## src/rtl/lfsr_burst_ctrl.sv

```systemverilog
// lfsr_burst_ctrl: round-robin burst scheduler for two PRBS consumers.
// A 6-bit XNOR LFSR (x^6 + x^5 + 1) supplies the words. It advances only on
// accepted words, so the sequence is shared across requesters with no gaps.
//
// state | meaning
// ------+------------------------------------------------------------
// IDLE  | no grant; honours seed_ld first, then arbitrates on req
// BURST | one requester granted; words stream on valid/ready until last
module lfsr_burst_ctrl #(
  parameter logic [5:0] SEED = 6'b000000
) (
  input  logic       i_clk,
  input  logic       i_reset,
  input  logic [1:0] i_req,
  input  logic [3:0] i_len0,
  input  logic [3:0] i_len1,
  input  logic       i_seed_ld,
  input  logic [5:0] i_seed,
  input  logic       i_ready,
  output logic [1:0] o_gnt,
  output logic       o_valid,
  output logic [5:0] o_y,
  output logic       o_last,
  output logic       o_busy
);

  // The all-ones word is the XNOR lock-up state, so it is never loaded.
  localparam logic [5:0] SEED_EFF = (SEED == 6'h3F) ? 6'h00 : SEED;

  typedef enum logic {
    IDLE  = 1'b0,
    BURST = 1'b1
  } state_t;

  state_t     r_state;
  state_t     w_state_nxt;
  logic [5:0] r_lfsr;
  logic [5:0] w_lfsr_nxt;
  logic [4:0] r_count;
  logic [4:0] w_count_nxt;
  logic       r_rr;
  logic       w_rr_nxt;
  logic [1:0] r_gnt;
  logic [1:0] w_gnt_nxt;
  logic       r_valid;
  logic       w_valid_nxt;

  logic       w_last;
  logic       w_xfer;
  logic       w_winner;
  logic [3:0] w_len_sel;
  logic [5:0] w_lfsr_step;

  // Combinational helpers: last flag, transfer strobe, LFSR successor, arbiter.
  always_comb begin
    w_last      = r_valid & (r_count == 5'd1);
    w_xfer      = r_valid & i_ready;
    // y = ff[6:1]; shift toward ff[6], new ff[1] = ff[5] xnor ff[6].
    w_lfsr_step = {r_lfsr[4:0], ~(r_lfsr[4] ^ r_lfsr[5])};
    w_winner    = i_req[r_rr] ? r_rr : ~r_rr;
    w_len_sel   = w_winner ? i_len1 : i_len0;
  end

  // Next-state and next-register values; defaults hold every register.
  always_comb begin
    w_state_nxt = r_state;
    w_lfsr_nxt  = r_lfsr;
    w_count_nxt = r_count;
    w_rr_nxt    = r_rr;
    w_gnt_nxt   = r_gnt;
    w_valid_nxt = r_valid;
    case (r_state)
      IDLE: begin
        if (i_seed_ld) begin
          w_lfsr_nxt = (i_seed == 6'h3F) ? 6'h00 : i_seed;
        end else if (i_req != 2'b00) begin
          w_gnt_nxt   = w_winner ? 2'b10 : 2'b01;
          w_valid_nxt = 1'b1;
          w_count_nxt = (w_len_sel == 4'd0) ? 5'd16 : {1'b0, w_len_sel};
          w_state_nxt = BURST;
        end
      end
      BURST: begin
        if (w_xfer) begin
          w_lfsr_nxt  = w_lfsr_step;
          w_count_nxt = r_count - 5'd1;
          if (w_last) begin
            w_gnt_nxt   = 2'b00;
            w_valid_nxt = 1'b0;
            // r_gnt is one-hot here, so bit 1 identifies the winner.
            w_rr_nxt    = ~r_gnt[1];
            w_state_nxt = IDLE;
          end
        end
      end
      default: begin
        w_state_nxt = IDLE;
        w_gnt_nxt   = 2'b00;
        w_valid_nxt = 1'b0;
      end
    endcase
  end

  // State and datapath registers with synchronous reset.
  always_ff @(posedge i_clk) begin
    if (i_reset) begin
      r_state <= IDLE;
      r_lfsr  <= SEED_EFF;
      r_count <= 5'd0;
      r_rr    <= 1'b0;
      r_gnt   <= 2'b00;
      r_valid <= 1'b0;
    end else begin
      r_state <= w_state_nxt;
      r_lfsr  <= w_lfsr_nxt;
      r_count <= w_count_nxt;
      r_rr    <= w_rr_nxt;
      r_gnt   <= w_gnt_nxt;
      r_valid <= w_valid_nxt;
    end
  end

  // Output drive straight from registers.
  always_comb begin
    o_gnt   = r_gnt;
    o_valid = r_valid;
    o_y     = r_lfsr;
    o_last  = w_last;
    o_busy  = (r_state == BURST);
  end

endmodule

```

## config.mk

```make
export PLATFORM = sky130hd
export DESIGN_NAME = lfsr_burst_ctrl
export DESIGN_NICKNAME = d
export VERILOG_FILES = /design/src/rtl/lfsr_burst_ctrl.sv
export SDC_FILE = /design/constraint.sdc
export NUM_CORES = 1
export LEC_CHECK = 0
export BUFFER_PORTS_ARGS = -buffer_cell sky130_fd_sc_hd__buf_2
export CORE_ASPECT_RATIO = 1.5
export CORE_MARGIN = 10
export CORE_UTILIZATION = 45
export CTS_BUF_LIST = sky130_fd_sc_hd__clkbuf_8
export DETAILED_ROUTE_END_ITERATION = 12
export HOLD_SLACK_MARGIN = 0.15
export PLACE_DENSITY = 0.7
export SLEW_MARGIN = 5
export SYNTH_ARGS = -nofsm -noshare
export SYNTH_HDL_FRONTEND = slang
export SYNTH_SLANG_ARGS = --single-unit
```

## constraint.sdc

```tcl
create_clock -name i_clk -period 2.1 [get_ports i_clk]
set_input_delay 0.42 -clock i_clk [delete_from_list [all_inputs] [get_ports i_clk]]
set_output_delay 0.42 -clock i_clk [all_outputs]
set_load 0.02 [all_outputs]
```

== Word level (Yosys, flattened, before mapping) ==
Index checks and enable logic that the tools add are counted.

* Bitwise logic cells: 7
* Multiplexer cells: 29
* Order comparisons: 1
* $add $sub $neg: 1
* Reduce and logical (&&, ||, !) cells: 6
* Equality and inequality tests: 7

{| class="wikitable"
|+ Operators with widths
! kind !! count
|-
| $mux W5 || 4
|-
| $mux W6 || 3
|-
| $pmux W6 S2 || 1
|-
| $mux W1 || 11
|-
| $mux W2 || 5
|-
| $pmux W5 S2 || 1
|-
| $ne A2 B2 Y1 const B || 4
|-
| $eq A6 B6 Y1 const B || 1
|-
| $reduce_and A3 Y1 || 2
|-
| $eq A5 B1 Y1 const B || 1
|-
| $sub A5 B1 Y5 const B || 1
|-
| $logic_not A4 Y1 || 1
|-
| $mux W4 || 1
|-
| $not A1 Y1 || 4
|-
| $pmux W1 S2 || 2
|-
| $pmux W2 S2 || 1
|-
| $reduce_and A4 Y1 || 1
|-
| $and A1 B1 Y1 || 2
|-
| $lt A1 B2 Y1 const B || 1
|-
| $ne A2 B1 Y1 const B || 1
|-
| $reduce_and A2 Y1 || 1
|-
| $reduce_bool A2 Y1 || 1
|-
| $xor A1 B1 Y1 || 1
|}

* Output and inout bits: 11
* Input port bits: 20
* Flip-flop bits (word level): 16

== Logic depth before layout (Yosys ltp) ==
* Depth after elaboration: 9
* Gate-level depth with buffers: 5
* Depth with buffers taken out: 5

== Worst setup path after synthesis ==
No wires, ideal clock.

* Kind: register to output
* Start point: register r_valid, in the netlist o_valid
* End point: output port o_last
* Arrival time: 1,045 ps
* Buffers on the path: 0
* Cell stages (with the launch flop): 3
* Data required time: 1,680 ps
* Path slack: 635 ps
* Path through: dfxtp_1 nor4b_4 and2_1

* Longest elaborated chain between the ends: 1

{| class="wikitable"
|+ Ends and longest elaborated chain
! element !! RTL line !! RTL
|-
| start: declaration || 45 || <nowiki>logic r_valid;</nowiki>
|-
| start signal: assignment || 119 || <nowiki>r_valid <= w_valid_nxt;</nowiki>
|-
| $and A1 B1 Y1 || 56 || <nowiki>w_last = r_valid & (r_count == 5'd1);</nowiki>
|-
| end: declaration || 23 || <nowiki>output logic o_last,</nowiki>
|}

No other way between the ends.

== Worst setup path in the final report ==
* Start point: register r_state, in the netlist o_busy
* End point: register r_lfsr[4], in the netlist o_y[4]

* Longest elaborated chain between the ends: 3
* Elaborated cells between the ends (all ways): 5
* Those cells by class: eq/ne: 2; mux: 1; bitwise: 1; reduce/logical: 1

{| class="wikitable"
|+ Ends and longest elaborated chain
! element !! RTL line !! RTL
|-
| start: declaration || 35 || <nowiki>state_t r_state;</nowiki>
|-
| start signal: assignment || 114 || <nowiki>r_state <= w_state_nxt;</nowiki>
|-
| $not A1 Y1 || -- ||
|-
| $ne A2 B2 Y1 (no line) || -- ||
|-
| $reduce_and A2 Y1 (no line) || -- ||
|-
| end signal: assignment || 115 || <nowiki>r_lfsr <= w_lfsr_nxt;</nowiki>
|-
| end: declaration || 37 || <nowiki>logic [5:0] r_lfsr;</nowiki>
|}

Several ways; a longest one is shown, not always the timed one.
A chain may end at the register's enable or synchronous reset.

==> flow_summary.json <==
{
  "outcome": "finished clean",
  "slew_viol_final": 0,
  "power_frac_clock_pct": 32.9,
  "power_frac_comb_pct": 23.2,
  "post_cts_resize_count": 0,
  "report.final.setup_viol": 0,
  "setup-tns-final_ps": 0,
  "boundaryPins": 31,
  "synth-seq-cells": 16,
  "post_dp_cell_area_mm2": 0.00109,
  "grtUsageTotal_pct": 11.7,
  "area_delta_synth_final_pct": 20.9,
  "synth_edf_count": 0,
  "cp.arrival_ps": 1880,
  "cts_setup_buffers": 0,
  "worst_slew_pin_slew_ps": 550,
  "dieHeight_um": 76.3,
  "finalClockSkew_ps": 2.50,
  "postCtsHoldBufs": 0,
  "synth_cell_types": 39,
  "p_sw_mw": 0.245,
  "fmax_ghz": 0.571,
  "drive_above_1_share_pct": 29.4,
  "fin_area_mm2": 0.00115,
  "first_iter_violations": 28,
  "mostFrequentLayoutCells": "30 x buf_2, 16 x dfxtp_1, 12 x nor2_1",
  "overflow": 0,
  "io_buffers": 30,
  "sw_frac_of_total_pct": 29.8,
  "drc_errors": 0,
  "crit_path_start": "o_busy",
  "firstDrtPassIters": 4,
  "holdWs_ps": 471,
  "path_clk_slew_ps": 60,
  "cp-start-kind": "register",
  "fin_crit_ps": 1750,
  "syn_nets": 137,
  "clock_latency_ps": 250,
  "gp_congestion": 0.906,
  "core_mm2": 0.00203,
  "period_share_pct": 83.4,
  "ys_seq_area_share_pct": 33.7,
  "syn_area_um2": 950,
  "hold_viol_final": 0,
  "finalWirelength_mm": 2.61,
  "mostFrequentLayoutCell": "buf_2",
  "grt_pass1_vias": 972,
  "critical_path_required_ps": 2230,
  "fp-row-count": 20,
  "clk_path_buf_depth": 2,
  "nets": 166,
  "yosys_most_used_dff": "dfxtp_1",
  "antenna_found_initial": 0,
  "wl_per_cell_um": 15.8,
  "power.density_mw_per_mm2": 717,
  "h-tree-depth": 1,
  "rsz0062_at_grt": "false",
  "cts_tree": "yes",
  "die_w_um": 57.5,
  "maxSlewHeadroom_pct": 63.3,
  "critical_path_class": "register to register",
  "reg2reg_slack_ps": 350,
  "cts_sinks": 16,
  "yosysWarnings": 0,
  "power.internal_mw": 0.578,
  "endpoint_kind": "register",
  "seqPwrFrac_pct": 43.9,
  "num_vias": 960,
  "num_antenna_cells": 0,
  "drv_cap": 0,
  "hpwl_mm": 2.07,
  "peakVddDrop_mv": 0.501,
  "grt_max_degree": 19,
  "min_from": "o_gnt[0]",
  "clock-root-buffer": "clkbuf_8",
  "async_flop_share_pct": 0,
  "grt_pass1_wl_mm": 4.27,
  "cts_buffers": 3,
  "power_leakage_nw": 0.493,
  "timing.rr.start": "o_busy",
  "initial_core_util_pct": 46.9,
  "drtAntennaViolNets": 0,
  "syn_inst": 115,
  "dieArea_mm2": 0.00439,
  "via_per_inst": 5.82,
  "hp-class": "register to register",
  "synth.avg_cell_area_um2": 8.26,
  "worst-path-max-fanout": 18
}
sequential cells by signal, summed over array words and instances (netlist names):
name,flops
o_valid,1
o_gnt,2
r_count,5
r_rr,1
o_busy,1
o_y,6
path summary, 6_finish.rpt:
check,endpoint,cells after the start
setup reg to reg,o_y[4],4
hold / removal,o_gnt[0],2
hold reg to reg,o_gnt[0],2
setup / recovery,o_y[4],4
per-layer routing:
metal	vias to the layer above	GRT usage, %	wire [um]
met5	-	0	0
met4	0	5.19	55
met3	7	4.50	202
met2	33	19.4	1240
met1	435	12.4	1110
li1	485	-	-
power by group through the flow:
stage	registers (mW)	clock network [mW]	logic, mW
final	0.361	0.271	0.191
after global routing	0.366	0.288	0.214
after CTS	0.361	0.274	0.193
after detailed placement	0.367	0	0.192
after global placement	0.367	0	0.190
after floorplan	0.380	0	0.116
final cells by class:
class	count	area, um2
repair buffers	30	150
well taps	22	27.5
fillers	188	878
flip-flops and latches	16	320
clock buffers	4	55.1
multi-input cells	90	584
inverters	3	11.3
synth_stat cells (2+ instances only):
| cell | count | area [um2] |
|---|---|---|
| nand4_1 | 2 | 12.5 |
| a21boi_0 | 2 | 15.0 |
| and3_2 | 3 | 22.5 |
| a21oi_1 | 11 | 55.1 |
| nor3_1 | 10 | 50.1 |
| a221oi_1 | 6 | 52.6 |
| nand2b_1 | 5 | 31.3 |
| nor2_1 | 12 | 45.0 |
| and2_0 | 2 | 12.5 |
| inv_1 | 3 | 11.3 |
| buf_2 | 2 | 10.0 |
| nand3_1 | 4 | 20.0 |
| a211oi_1 | 2 | 15.0 |
| mux2i_1 | 2 | 20.0 |
| a31oi_1 | 2 | 12.5 |
| nand2_1 | 4 | 15.0 |
| dfxtp_1 | 16 | 320 |
| o21ai_0 | 5 | 25.0 |
| ha_1 | 2 | 25.0 |
critical path: stages, from the launching register on:
cell      delay (ps)
dfxtp_1          670
nand3_1          260
and2_0           310
a221oi_1         300
nor3_1            90
metrics by stage:
step           setup slack [ps]  total power [mW]  cells  utilization (%)
2_1_floorplan               635             0.496    115                -
3_3_place_gp                446             0.557    161             54.0
3_5_place_dp                347             0.559    161             54.0
4_1_cts                     330             0.828    165             56.7
5_1_grt                     121             0.869    165             56.7
6_report                    349             0.823    165             56.7
cell families after synthesis:
logic type / count (synthesis) / share of synthesized area (%)
AND/OR/NAND/NOR: 50 / 30.4
AO/OA/AOI/OAI: 35 / 25.4
multiplexers: 2 / 2.11
adder cells (fa/ha/maj): 2 / 2.63
flip-flops: 16 / 33.7
buffers and inverters: 9 / 4.74
XOR/XNOR: 1 / 0.922
No activity file was read; power rests on OpenSTA's default activity.
